$ cat src/rtl/spi_dac_pkg.sv
// Shared types and constants for the SPI DAC sequencer: state codes, frame width,
// DAC command nibbles and the 32-bit frame builder.
package spi_dac_pkg;

  localparam int FRAME_W = 32;

  localparam logic [3:0] CMD_WRITE_UPDATE = 4'b0011;
  localparam logic [3:0] CMD_UPDATE_ALL   = 4'b0100;
  localparam logic [3:0] CMD_NOP          = 4'b1111;

  typedef enum logic [2:0] {
    IDLE    = 3'd0,
    LOAD    = 3'd1,
    SCK_LO  = 3'd2,
    SCK_HI  = 3'd3,
    CS_HOLD = 3'd4,
    GAP     = 3'd5,
    CLR     = 3'd6,
    DONE    = 3'd7
  } state_e;

  // Plain-vector aliases of the state codes for the legacy-style state register.
  localparam logic [2:0] ST_IDLE    = IDLE;
  localparam logic [2:0] ST_LOAD    = LOAD;
  localparam logic [2:0] ST_SCK_LO  = SCK_LO;
  localparam logic [2:0] ST_SCK_HI  = SCK_HI;
  localparam logic [2:0] ST_CS_HOLD = CS_HOLD;
  localparam logic [2:0] ST_GAP     = GAP;
  localparam logic [2:0] ST_CLR     = CLR;
  localparam logic [2:0] ST_DONE    = DONE;

  function automatic logic [FRAME_W-1:0] build_frame(input logic [3:0]  cmd,
                                                     input logic [3:0]  addr,
                                                     input logic [11:0] data);
    return {8'h00, cmd, addr, data, 4'h0};
  endfunction

endpackage

$ cat src/rtl/spi_sck_tick.sv
// Phase timer for the SPI clock: pulses o_tick on the last clk cycle of each
// CLK_DIV-long SCK half-period while enabled; idles at zero otherwise.
module spi_sck_tick #(
  parameter int CLK_DIV = 2
) (
  input  logic clk,
  input  logic rst,
  input  logic i_en,
  output logic o_tick
);

  localparam int CNT_W = (CLK_DIV > 1) ? $clog2(CLK_DIV) : 1;

  logic [CNT_W-1:0] r_cnt;

  assign o_tick = i_en && (r_cnt == CNT_W'(CLK_DIV - 1));

  // NOTE: registered state is always written with <= so every flop samples pre-edge values.
  always_ff @(posedge clk) begin
    if (rst || !i_en || o_tick) begin
      r_cnt <= '0;
    end else begin
      r_cnt <= r_cnt + 1'b1;
    end
  end

endmodule

$ cat src/rtl/spi_dac_seq.sv
// Multi-channel SPI DAC sequencer: writes one 32-bit frame per enabled channel in
// ascending order, and issues DAC clear pulses on request (deferred while busy).
module spi_dac_seq
  import spi_dac_pkg::*;
#(
  parameter int NUM_CH     = 4,
  parameter int DATA_W     = 12,
  parameter int CLK_DIV    = 2,
  parameter int CS_GAP     = 4,
  parameter int CLR_CYCLES = 8
) (
  input  logic                     clk,
  input  logic                     rst,
  input  logic                     start,
  input  logic [NUM_CH-1:0]        ch_mask,
  input  logic [3:0]               cmd,
  input  logic [NUM_CH*DATA_W-1:0] ch_data,
  input  logic                     clr_req,
  output logic                     busy,
  output logic                     done,
  output logic                     dac_cs,
  output logic                     spi_sck,
  output logic                     spi_mosi,
  output logic                     dac_clr
);

  localparam int CNT_MAX = (CS_GAP > CLR_CYCLES) ? CS_GAP : CLR_CYCLES;
  localparam int CNT_W   = $clog2(CNT_MAX + 1);

  logic [2:0]                r_state;
  logic [NUM_CH-1:0]         r_mask;
  logic [3:0]                r_cmd;
  logic [NUM_CH*DATA_W-1:0]  r_data;
  logic [FRAME_W-1:0]        r_shift;
  logic [4:0]                r_bit;
  logic [CNT_W-1:0]          r_cnt;
  logic                      r_clr_pend;
  logic                      r_busy;
  logic                      r_done;
  logic                      r_cs;
  logic                      r_sck;
  logic                      r_mosi;
  logic                      r_clr;

  logic [2:0]                w_state_nxt;
  logic                      w_sck_en;
  logic                      w_tick;
  logic                      w_found;
  logic [3:0]                w_idx;
  logic [DATA_W-1:0]         w_sample;
  logic [11:0]               w_data12;
  logic [FRAME_W-1:0]        w_frame;
  logic                      w_in_frame_nxt;

  assign w_sck_en = (r_state == ST_SCK_LO) || (r_state == ST_SCK_HI);

  spi_sck_tick #(
    .CLK_DIV (CLK_DIV)
  ) u_sck_tick (
    .clk    (clk),
    .rst    (rst),
    .i_en   (w_sck_en),
    .o_tick (w_tick)
  );

  // Lowest-numbered channel still pending; scanning downward lets the lowest hit win.
  // NOTE: every always_comb output gets a default first so no path can infer a latch.
  always_comb begin
    w_found  = 1'b0;
    w_idx    = 4'd0;
    w_sample = '0;
    for (int i = NUM_CH - 1; i >= 0; i--) begin
      if (r_mask[i]) begin
        w_found  = 1'b1;
        w_idx    = 4'(i);
        w_sample = r_data[i*DATA_W +: DATA_W];
      end
    end
  end

  assign w_data12 = 12'(w_sample) << (12 - DATA_W);
  assign w_frame  = build_frame(r_cmd, w_idx, w_data12);

  always_comb begin
    w_state_nxt = r_state;
    case (r_state)
      ST_IDLE: begin
        if (clr_req) begin
          w_state_nxt = ST_CLR;
        end else if (start) begin
          w_state_nxt = ST_LOAD;
        end
      end
      ST_LOAD:    w_state_nxt = w_found ? ST_SCK_LO : ST_DONE;
      ST_SCK_LO:  if (w_tick) w_state_nxt = ST_SCK_HI;
      ST_SCK_HI:  if (w_tick) w_state_nxt = (r_bit == 5'd31) ? ST_CS_HOLD : ST_SCK_LO;
      ST_CS_HOLD: w_state_nxt = ST_GAP;
      ST_GAP: begin
        if (r_cnt == CNT_W'(CS_GAP - 1)) begin
          w_state_nxt = (|r_mask) ? ST_LOAD : ST_DONE;
        end
      end
      ST_CLR:     if (r_cnt == CNT_W'(CLR_CYCLES - 1)) w_state_nxt = ST_IDLE;
      ST_DONE:    w_state_nxt = (r_clr_pend || clr_req) ? ST_CLR : ST_IDLE;
      default:    w_state_nxt = ST_IDLE;
    endcase
  end

  assign w_in_frame_nxt = (w_state_nxt == ST_SCK_LO) || (w_state_nxt == ST_SCK_HI) ||
                          (w_state_nxt == ST_CS_HOLD);

  // Outputs are registered from the next-state decode so pins never glitch.
  always_ff @(posedge clk) begin
    if (rst) begin
      r_state    <= ST_IDLE;
      r_mask     <= '0;
      r_bit      <= '0;
      r_cnt      <= '0;
      r_clr_pend <= 1'b0;
      r_busy     <= 1'b0;
      r_done     <= 1'b0;
      r_cs       <= 1'b1;
      r_sck      <= 1'b0;
      r_mosi     <= 1'b0;
      r_clr      <= 1'b1;
    end else begin
      r_state <= w_state_nxt;
      r_busy  <= (w_state_nxt != ST_IDLE);
      r_done  <= (w_state_nxt == ST_DONE);
      r_cs    <= !w_in_frame_nxt;
      r_sck   <= (w_state_nxt == ST_SCK_HI);
      r_clr   <= (w_state_nxt != ST_CLR);

      if (w_state_nxt != r_state) begin
        r_cnt <= '0;
      end else if (r_state == ST_GAP || r_state == ST_CLR) begin
        r_cnt <= r_cnt + 1'b1;
      end

      // A request arriving during a running clear merges into that pulse.
      if (r_state == ST_DONE) begin
        r_clr_pend <= 1'b0;
      end else if (clr_req && r_state != ST_IDLE && r_state != ST_CLR) begin
        r_clr_pend <= 1'b1;
      end

      case (r_state)
        ST_IDLE: begin
          if (w_state_nxt == ST_LOAD) r_mask <= ch_mask;
        end
        ST_LOAD: begin
          if (w_found) begin
            r_mask <= r_mask & (r_mask - 1'b1);
            r_mosi <= w_frame[FRAME_W-1];
            r_bit  <= '0;
          end
        end
        ST_SCK_HI: begin
          if (w_tick && r_bit != 5'd31) begin
            r_bit  <= r_bit + 1'b1;
            r_mosi <= r_shift[FRAME_W-2];
          end
        end
        ST_CS_HOLD: r_mosi <= 1'b0;
        default: ;
      endcase
    end
  end

  // NOTE: payload registers carry no reset; they are always reloaded before being used.
  always_ff @(posedge clk) begin
    if (r_state == ST_IDLE && w_state_nxt == ST_LOAD) begin
      r_cmd  <= cmd;
      r_data <= ch_data;
    end
    if (r_state == ST_LOAD && w_found) begin
      r_shift <= w_frame;
    end else if (r_state == ST_SCK_HI && w_tick) begin
      r_shift <= r_shift << 1;
    end
  end

  assign busy     = r_busy;
  assign done     = r_done;
  assign dac_cs   = r_cs;
  assign spi_sck  = r_sck;
  assign spi_mosi = r_mosi;
  assign dac_clr  = r_clr;

endmodule

$ cat config.mk
export PLATFORM = sky130hd
export DESIGN_NAME = spi_dac_seq
export DESIGN_NICKNAME = d
export VERILOG_FILES = /design/src/rtl/spi_dac_pkg.sv /design/src/rtl/spi_sck_tick.sv /design/src/rtl/spi_dac_seq.sv
export SDC_FILE = /design/constraint.sdc
export NUM_CORES = 1
export LEC_CHECK = 0
export BUFFER_PORTS_ARGS = -buffer_cell sky130_fd_sc_hd__buf_2
export CORE_UTILIZATION = 50
export CTS_BUF_LIST = sky130_fd_sc_hd__clkbuf_4 sky130_fd_sc_hd__clkbuf_8 sky130_fd_sc_hd__clkbuf_16
export CTS_CLUSTER_DIAMETER = 50
export DETAILED_ROUTE_END_ITERATION = 6
export PLACE_DENSITY = 0.75
export SLEW_MARGIN = 30
export SYNTH_ARGS = -nofsm -noshare
export SYNTH_HDL_FRONTEND = slang
export SYNTH_SLANG_ARGS = --single-unit
$ cat constraint.sdc
create_clock -name clk -period 2.5 [get_ports clk]
set_input_delay 0.5 -clock clk [delete_from_list [all_inputs] [get_ports clk]]
set_output_delay 0.5 -clock clk [all_outputs]
set_load 0.005 [all_outputs]
## Word level (Yosys, flattened, before mapping)

Cells that the tools add are included.

- $add $sub $neg: 4
- Equal/unequal tests: 22
- Multiplexer cells: 34
- Bitwise logic cells: 1
- Reductions and logical operators: 29

Operator list:

| cell | count |
|---|---|
| $mux W12 | 4 |
| $mux W24 | 2 |
| $mux W3 | 10 |
| $pmux W3 S8 | 1 |
| $eq A3 B3 Y1 const B | 6 |
| $mux W4 | 4 |
| $eq A3 B2 Y1 const B | 4 |
| $mux W5 | 2 |
| $pmux W5 S2 | 1 |
| $reduce_and A3 Y1 | 3 |
| $reduce_bool A3 Y1 | 3 |
| $pmux W4 S2 | 1 |
| $logic_and A1 B1 Y1 | 7 |
| $logic_or A1 B1 Y1 | 7 |
| $eq A3 B1 Y1 const B | 2 |
| $mux W1 | 6 |
| $ne A3 B3 Y1 const B | 2 |
| $reduce_bool A2 Y1 | 3 |
| $add A5 B1 Y5 const B | 1 |
| $eq A5 B5 Y1 const B | 1 |
| $ne A5 B5 Y1 const B | 1 |
| $add A4 B1 Y4 const B | 1 |
| $and A4 B4 Y4 | 1 |
| $eq A4 B2 Y1 const B | 1 |
| other kinds (12) | 16 |

- Flip-flop bits (word level): 103
- Output and inout bits: 6

## Depth between registers and ports, before layout

Gate-level depths: netlist (run 1).

- Word-level depth: 10
- Gate-level depth with buffers: 8
- Gate-level depth less buffers: 8

## By module

Synthesis (run 1) repeated with hierarchy kept, for this count alone.

- Cell total of the unflattened synthesis: 342
- Area, all modules: 4139.0 sq um

By module, submodules not included:

| module | times used | cells an instance | area an instance (sq um) |
|---|---|---|---|
| spi_dac_seq | 1 | 339 | 4098.9 |
| spi_sck_tick | 1 | 3 | 40.0 |

## Worst setup path before layout (run 1)

Ideal clock, no wire load.

- Kind: input -> register
- Start point: input port clr_req
- End point: register r_cmd[0], enable pin
- Setup time: 417 ps
- Data arrival time: 2177 ps
- Required time: 2083 ps
- Slack: -95 ps
- Cell stages on the path: 2
- Buffers on the path: 0
- Cells stage by stage: nor3b_1 -> and2_1

- Longest elaborated chain between the ends: 5
- Elaborated cells on any way between the ends: 6
- Classes of those cells: eq/ne: 1; mux: 3; reduce/logical: 2

Ends and longest elaborated chain:

| item | RTL line | RTL |
|---|---|---|
| start: declaration | spi_dac_seq.sv:18 | `input logic clr_req,` |
| $logic_or A1 B1 Y1 | spi_dac_seq.sv:104 | `ST_DONE: w_state_nxt = (r_clr_pend \|\| clr_req) ? ST_CLR : ST_IDLE;` |
| $mux W3 | spi_dac_seq.sv:104 |  |
| $pmux W3 S8 * | spi_dac_seq.sv:86 | `case (r_state)` |
| $eq A3 B1 Y1 * | spi_dac_seq.sv:172 | `if (r_state == ST_IDLE && w_state_nxt == ST_LOAD) begin` |
| $logic_and A1 B1 Y1 * | spi_dac_seq.sv:172 |  |
| end signal: assignment | spi_dac_seq.sv:173 | `r_cmd <= cmd;` |
| end: declaration | spi_dac_seq.sv:32 | `logic [3:0] r_cmd;` |

Mark *: on every way between the ends. The rest lies on a longest branch, timed or not.
A chain may end at the register's enable or synchronous reset.

## Final worst setup path (run 1)

- Start point: register r_state[1]
- End point: register r_busy (netlist: busy)

- Longest elaborated chain between the ends: 6
- Elaborated cells on any way between the ends: 18
- Classes of those cells: eq/ne: 7; mux: 7; reduce/logical: 4

Ends and longest elaborated chain:

| item | RTL line | RTL |
|---|---|---|
| start: declaration | spi_dac_seq.sv:30 | `logic [2:0] r_state;` |
| start signal: assignment | spi_dac_seq.sv:127 | `r_state <= w_state_nxt;` |
| $eq A3 B2 Y1 | spi_dac_seq.sv:55, spi_dac_seq.sv:86 |  |
| $logic_or A1 B1 Y1 | spi_dac_seq.sv:55 | `assign w_sck_en = (r_state == ST_SCK_LO) \|\| (r_state == ST_SCK_HI);` |
| $logic_and A1 B1 Y1 | spi_sck_tick.sv:16 | `assign o_tick = i_en && (r_cnt == CNT_W'(CLK_DIV - 1));` |
| $mux W3, on equally long branches | spi_dac_seq.sv:96, spi_dac_seq.sv:95 |  |
| $pmux W3 S8 * | spi_dac_seq.sv:86 |  |
| $reduce_bool A3 Y1 * | spi_dac_seq.sv:128 | `r_busy <= (w_state_nxt != ST_IDLE);` |
| end signal: assignment | spi_dac_seq.sv:128 |  |
| end: declaration | spi_dac_seq.sv:38 | `logic r_busy;` |

Marks and branches as above.

==> results of run 1 <==
[per-stage QoR]
step | power, mW | hold slack, ps
2_1_floorplan | 2.49 | 436
3_3_place_gp | 2.65 | 445
3_5_place_dp | 2.68 | 461
4_1_cts | 3.68 | 277
5_1_grt | 3.85 | 263
6_report | 3.65 | 293
[cells by family (layout without fill, tap and decap cells)]
logic type      after synthesis  in the layout  synth area share
simple gates                115            115             0.139
flops                       103            103             0.674
compound gates               68             68             0.117
buf+inv                      24             96            0.0248
mux                           9              9            0.0221
xor+xnor                      7              7            0.0148
fa+ha+maj                     3              3           0.00909
[registers in the layout, summed over array words and instances (netlist names), 3 cells and up]
name and flops:
r_state 3, r_cnt 4, r_cmd 4, r_shift 27, r_data 48, r_bit 5, r_mask 4
[area by class of cell]
type                    instances  area [sq um]  share of cell area
repair buffers                 75           425              0.0887
flip-flops and latches        103          2780               0.580
well taps                     102           128              0.0266
clock inverters                 7          70.1              0.0146
inverters                       5          18.8             0.00391
multi-input cells             202          1250               0.260
clock buffers                   9           124              0.0258
[cells in the final DEF (no fill, tap or decap), types with 3 or more instances in the layout]
cell | synthesis | layout
inv_1 | 4 | 4
and2_1 | 7 | 6
o21ai_0 | 6 | 6
a221oi_1 | 12 | 12
nand2_1 | 39 | 39
xnor2_1 | 3 | 3
nor3_1 | 9 | 9
ha_1 | 3 | 3
mux2i_1 | 8 | 8
nand3_1 | 8 | 8
buf_2 | 4 | 65
buf_4 | 0 | 8
dfxtp_1 | 31 | 31
nand4_1 | 5 | 5
edfxtp_1 | 72 | 72
o22ai_1 | 15 | 15
clkbuf_8 | 0 | 9
nor2b_1 | 4 | 4
and3_1 | 5 | 5
nor2_1 | 21 | 21
a21oi_1 | 11 | 11
xor2_1 | 4 | 4
o31ai_1 | 12 | 12
[per-layer routing]
layer / routed length (microns) / up-vias / track usage / part of all wire
met1: 3310 / 1323 / 0.244 / 0.44
met5: 0 / - / 0 / 0
met4: 91 / 0 / 0.0667 / 0.012
met3: 383 / 7 / 0.0501 / 0.051
li1: - / 1374 / - / -
met2: 3740 / 78 / 0.317 / 0.50
[cells in the mapped netlist, types with 4 or more instances]
| cell | n |
|---|---|
| a21oi_1 | 11 |
| a221oi_1 | 12 |
| and2_1 | 7 |
| and3_1 | 5 |
| buf_2 | 4 |
| clkbuf_1 | 12 |
| dfxtp_1 | 31 |
| edfxtp_1 | 72 |
| inv_1 | 4 |
| mux2i_1 | 8 |
| nand2_1 | 39 |
| nand3_1 | 8 |
| nand4_1 | 5 |
| nor2_1 | 21 |
| nor2b_1 | 4 |
| nor3_1 | 9 |
| o21ai_0 | 6 |
| o22ai_1 | 15 |
| o31ai_1 | 12 |
| xor2_1 | 4 |
[worst max-delay path by stage]
stage	to	slack, ps	cells past startpoint
floorplan	r_shift[10]	340	5
global placement	busy	500	5
detailed placement	busy	390	5
CTS	busy	400	5
global route	r_cnt[3]	240	8
finish	busy	410	5
[power by group through the flow]
stage,Combinational (mW),Clock [mW],Sequential [mW]
2_1_floorplan,0.456,0,2.04
3_3_place_gp,0.561,0,2.09
3_5_place_dp,0.581,0,2.10
4_1_cts,0.585,1.04,2.06
5_1_grt,0.651,1.12,2.08
6_report,0.578,1.01,2.06
==> metrics.csv, run 1 <==
stage,metric,value,unit
synthesis,share of the synthesized area in the top cell type,0.523,
placed_design,Port Buffers,65,
finish,fraction of layout cells with a size suffix above 1,0.247,
critical_path,"CP delay by family, top",flip-flops,
placed_design,hpwl dp,5040,microns
timing,Setup TNS,0,ps
finish,synth-to-layout area growth,16.1,%
synthesis,syn nets,392,
critical_path,kind of launch point of the worst setup path,flip-flop,
timing,setup ws final,406,ps
synthesis,syn_area_per_cell,12.6,sq um
job,Max-Cap Viols,0,
clocking,TritonCTS clock tree,done,
critical_path,Setup CP Type,flip-flop to flip-flop,
power_and_ir_drop,Switch Pwr,1.05,mW
critical_path,FF-to-FF End,busy,
global_route,GRT Total Usage,0.192,
outcome,status,"finished, final reports clean",
floorplan,die width,92.9,microns
timing,Final min period,2090,ps
critical_path,critical path arrival,2330,ps
power_and_ir_drop,Clock power frac,0.277,
routing,WL final,7530,microns
routing,# DRC,0,
synthesis,"area leader, netlist",edfxtp_1,
finish,fillcell total,637,
critical_path,Buf/Inv on CP,0,
timing,Worst slew margin,0.417,
power_and_ir_drop,combinational power share,0.158,
routing,vias per cell,5.53,
synthesis,Yosys warnings,0,
timing,RSZ-0062 raised after global routing,no,
synthesis,"Seq/Total Area, Yosys",0.674,
floorplan,core area,7850,sq um
placed_design,pre-CTS setup slack,388,ps
finish,filler-free cell count of the finished design,503,
clocking,clk sinks,103,
routing,Pre-antenna DRT Iters,4,
timing,final hold vios,0,
critical_path,reg-to-reg critical path startpoint,r_state[1],
timing,Slew Limit Fails,0,
synthesis,Main synth FF type,edfxtp_1,
synthesis,"flops & latches, synth",103,
power_and_ir_drop,Max VDD drop,0.000522,V
placed_design,Placer Congestion,0.809,
synthesis,post-synthesis async set-or-reset flop share,0,
finish,NumNets Final,459,
clocking,Num CTS Buffers,9,
clocking,H-tree lvl count,3,
floorplan,die area,8630,sq um
hold_path,HP Class,primary input to flip-flop,
synthesis,cells taking the most area after synthesis,"edfxtp_1, dfxtp_1, nand2_1",
global_route,initial antenna violation count,0,
hold_path,min-delay src,ch_data[31],
power_and_ir_drop,leak pwr,1.83,nW
clocking,clk root buf,clkbuf_8,
timing,Final Skew,13.4,ps
clocking,Bufs on Longest Clock Path,2,
synthesis,post-synthesis cell type count,47,
power_and_ir_drop,switching part of the total,0.287,
finish,Final Util,0.611,
routing,Routed Antenna Nets,0,
timing,fmax,478,MHz
critical_path,CP Cell Sequence,"and3b_1, a21boi_2, or2_2, o22ai_1, a41oi_1",
hold_path,hold-critical path depth,1,
routing,drt initial violations,157,
clocking,Clock transition at path regs,110,ps
power_and_ir_drop,sequential share of power,0.565,
timing,post-route clock period utilization,0.837,
critical_path,"Slowest-stage cell, CP",dfxtp_1,
global_route,first-pass GRT wire length,12600,microns
clocking,worst skew pair latency,370,ps
power_and_ir_drop,Power Internal,2.61,mW
critical_path,Worst Setup End Kind,flip-flop,
synthesis,"EDFF count, synth",72,
critical_path,Crit Path Max Fanout,23,
finish,# diodes,0,
synthesis,cell count after synthesis,329,
critical_path,critical path's largest stage delay,780,ps
hold_path,Hold Path End,r_data[31],
routing,routed len/inst,15.0,microns
clocking,Post-CTS Setup Inserts,0,
placed_design,dpl cells,487,
timing,setup violators final,0,
floorplan,die height,92.9,microns
power_and_ir_drop,pwr dens,761,nW/um^2
timing,Slew @ Worst Pin,872,ps
synthesis,Synth Cell Area,4130,sq um
finish,Final Instance Area,4800,sq um
floorplan,Starting Density,0.526,
clocking,CTS resizes,0,
global_route,vias in the first global route,2713,
routing,via count,2782,
floorplan,row cnt,32,
floorplan,top-level I/O count,66,
placed_design,Placed Area,4600,sq um
global_route,largest net degree at the start of global routing,33,
global_route,grt total ovfl,0,
critical_path,Critical Path Start,r_state[1],
critical_path,reg2reg setup slack,410,ps
clocking,# hold bufs at CTS,0,
critical_path,worst path required time,2740,ps
critical_path,FF-to-FF path depth,5,
(Power assumes the default switching activity.)
==> run 2, diff against run 1 <==
--- a/config.mk
+++ b/config.mk
@@ -5,12 +5,13 @@
 export SDC_FILE = /design/constraint.sdc
 export NUM_CORES = 1
 export LEC_CHECK = 0
+export ABC_AREA = 1
 export BUFFER_PORTS_ARGS = -buffer_cell sky130_fd_sc_hd__buf_2
 export CORE_UTILIZATION = 50
 export CTS_BUF_LIST = sky130_fd_sc_hd__clkbuf_4 sky130_fd_sc_hd__clkbuf_8 sky130_fd_sc_hd__clkbuf_16
 export CTS_CLUSTER_DIAMETER = 50
 export DETAILED_ROUTE_END_ITERATION = 6
-export PLACE_DENSITY = 0.75
+export PLACE_DENSITY = 0.71
 export SLEW_MARGIN = 30
 export SYNTH_ARGS = -nofsm -noshare
 export SYNTH_HDL_FRONTEND = slang
==> constraint.sdc (replaced) <==
create_clock -name clk -period 2.1 [get_ports clk]
set_input_delay 0.42 -clock clk [delete_from_list [all_inputs] [get_ports clk]]
set_output_delay 0.42 -clock clk [all_outputs]
set_load 0.005 [all_outputs]
==> run 2 against run 1 <==
Net effect:
- largest power group unchanged
- core utilization is 3.4 points higher
- critical path depth is 8 higher
- via count is 13% higher
- the run now ends with setup timing left
==> metrics.csv, run 2 <==
stage,metric,value,unit,change
outcome,status,"finished, violations left",,
outcome,failing checks,setup timing,,
synthesis,Synth Cell Area,4380,sq um,+5.9%
timing,setup ws final,-25.0,ps,-431 ps
clocking,Num CTS Buffers,9,,unchanged
floorplan,die width,95.5,microns,+2.8%
critical_path,Worst Setup End Kind,flip-flop,,
power_and_ir_drop,Max VDD drop,0.000588,V,+13%
critical_path,critical path arrival,2230,ps,-100 ps
clocking,Clock transition at path regs,100,ps,about the same
routing,via count,3144,,+13%
routing,vias per cell,5.13,,-7.3%
routing,WL final,8490,microns,+13%
clocking,worst skew pair latency,370,ps,about the same
global_route,first-pass GRT wire length,13200,microns,+4.2%
critical_path,Buf/Inv on CP,3,,+3
finish,most frequent cells in the layout,"nand2_1, edfxtp_1, buf_2",,
power_and_ir_drop,pwr dens,1220,nW/um^2,+60%
global_route,GRT Total Usage,0.193,,+0.00150
placed_design,hpwl dp,5770,microns,+14%
timing,Final min period,2120,ps,+31.4 ps
synthesis,cells taking the most area after synthesis,"edfxtp_1, dfxtp_1, nand2_1",,
routing,Routed Antenna Nets,0,,unchanged
timing,Slew Limit Fails,0,,unchanged
placed_design,dpl cells,589,,+21%
placed_design,Placer Congestion,0.931,,+15%
floorplan,die area,9130,sq um,+5.8%
placed_design,Port Buffers,65,,unchanged
finish,"commonest non-fill, non-tap cell in the layout",nand2_1,,
global_route,largest net degree at the start of global routing,43,,+30%
critical_path,kind of launch point of the worst setup path,flip-flop,,
synthesis,"EDFF count, synth",72,,unchanged
timing,Worst slew margin,0.502,,+0.0842
timing,fmax,471,MHz,-1.5%
finish,fraction of layout cells with a size suffix above 1,0.323,,+0.0760
routing,Pre-antenna DRT Iters,5,,+1
global_route,M1 GR Usage,0.240,,-0.00398
critical_path,Crit Path Max Fanout,8,,-65%
clocking,clk root buf,clkbuf_8,,
critical_path,"Slowest-stage cell, CP",dfxtp_2,,
critical_path,critical path's largest stage delay,360,ps,-420 ps
synthesis,share of the synthesized area in the top cell type,0.494,,-0.0292
critical_path,CP Cell Sequence,"ha_4, and3_4, ha_4, nand3_4, o21ai_2, nand3_2, nand2_4, inv_2, nor2_2, nand2_2, nor2_4, buf_12, clkbuf_16",,
synthesis,post-synthesis cell type count,39,,-17%
finish,biggest regs,"r_data x48, r_shift x27, r_bit x5",,
clocking,Bufs on Longest Clock Path,2,,unchanged
floorplan,core area,8340,sq um,+6.3%
synthesis,Main synth FF type,edfxtp_1,,
global_route,M2 GR Usage,0.329,,+0.0124
global_route,grt peak-use layer,met2,,
clocking,H-tree lvl count,3,,unchanged
synthesis,Yosys warnings,0,,unchanged
timing,Slew @ Worst Pin,747,ps,-125 ps
power_and_ir_drop,leak pwr,2.15,nW,+17%
floorplan,top-level I/O count,66,,unchanged
job,Max-Cap Viols,0,,unchanged
critical_path,worst path required time,2200,ps,-540 ps
hold_path,HP Class,primary input to flip-flop,,
finish,synth-to-layout area growth,23.0,%,
power_and_ir_drop,Design Power,6.57,mW,+80%
synthesis,post-synthesis async set-or-reset flop share,0,,unchanged
finish,max reg flops,48,,unchanged
critical_path,"most used cell, CP",ha_4,,
synthesis,"Seq/Total Area, Yosys",0.636,,-0.0376
floorplan,Starting Density,0.525,,-0.00186
finish,filler-free cell count of the finished design,613,,+22%
synthesis,cell count after synthesis,405,,+23%
synthesis,syn_area_per_cell,10.8,sq um,-14%
routing,routed len/inst,13.9,microns,-7.5%
floorplan,die height,95.5,microns,+2.8%
synthesis,"count leader, synth",nand2_1,,
finish,Reg with most FFs,r_data,,
global_route,grt total ovfl,0,,unchanged
finish,# diodes,0,,unchanged
finish,Final Util,0.645,,+0.0339
timing,RSZ-0062 raised after global routing,yes,,
routing,drt initial violations,135,,-14%
timing,final hold vios,0,,unchanged
clocking,TritonCTS clock tree,done,,
timing,Final Skew,5.14,ps,-8.23 ps
synthesis,"area leader, netlist",edfxtp_1,,
clocking,# hold bufs at CTS,0,,unchanged
floorplan,row cnt,33,,+3.1%
synthesis,syn nets,468,,+19%
timing,setup violators final,46,,+46
routing,# DRC,0,,unchanged
synthesis,"flops & latches, synth",103,,unchanged
synthesis,Synth top cells by count,"nand2_1, edfxtp_1, dfxtp_1, inv_1, a21oi_1",,
global_route,vias in the first global route,2907,,+7.2%
critical_path,Setup CP Type,flip-flop to flip-flop,,
placed_design,pre-CTS setup slack,-7.66,ps,-396 ps
global_route,GRT met3 Usage,0.0359,,-0.0142
timing,Setup TNS,-633,ps,-633 ps
clocking,clk sinks,103,,unchanged
timing,post-route clock period utilization,1.01,,+0.174
finish,NumNets Final,566,,+23%
global_route,initial antenna violation count,0,,unchanged
critical_path,"CP delay by family, top",simple AND/OR/NAND/NOR gates,,
[run 2: report_power, final]
part | switching, mW | internal (mW)
Sequential | 0.154 | 2.65
Combinational | 1.53 | 1.02
Clock | 0.744 | 0.466
Total | 2.43 | 4.14
[run 2: kinds of logic after synthesis]
group	synth area share
simple gates	0.211
flops	0.636
compound gates	0.0835
buf+inv	0.0489
xor+xnor	0.0100
fa+ha+maj	0.00858
mux	0.00229
[run 2: final timing paths]
path	start	end	slack, ps	cells after the start
max	r_bit[0]	r_data[41]	-20	13
min	ch_data[46]	r_data[46]	220	1
max reg2reg	r_bit[0]	r_data[41]	-20	13
min reg2reg	r_shift[26]	r_shift[26]	470	2
[run 2: layout make-up]
cell class | count | area [sq um]
clock buffers | 9 | 124
clock inverters | 7 | 72.6
fillers | 673 | 2960
inverters | 28 | 113
multi-input cells | 259 | 1430
flip-flops and latches | 103 | 2790
well taps | 105 | 131
repair buffers | 102 | 726
[run 2: through the flow]
step	hold slack, ps	instance area [sq um]
2_1_floorplan	442	4420
3_3_place_gp	448	5010
3_5_place_dp	454	5010
4_1_cts	204	5210
5_1_grt	198	5380
6_report	217	5380
[run 2: metal layers]
layer  wire length (microns)  part of all wire
met1                    3520              0.41
met5                       0                 0
met4                     227             0.027
met2                    4360              0.51
met3                     391             0.046
[run 2: repair_timing]
action,4_1_cts,5_1_grt
endpoints found under the setup margin,42,52
hold endpoints to repair,0,0
buffers inserted,0,2
pin swaps,0,7
resized for setup,0,8
cloned,0,6
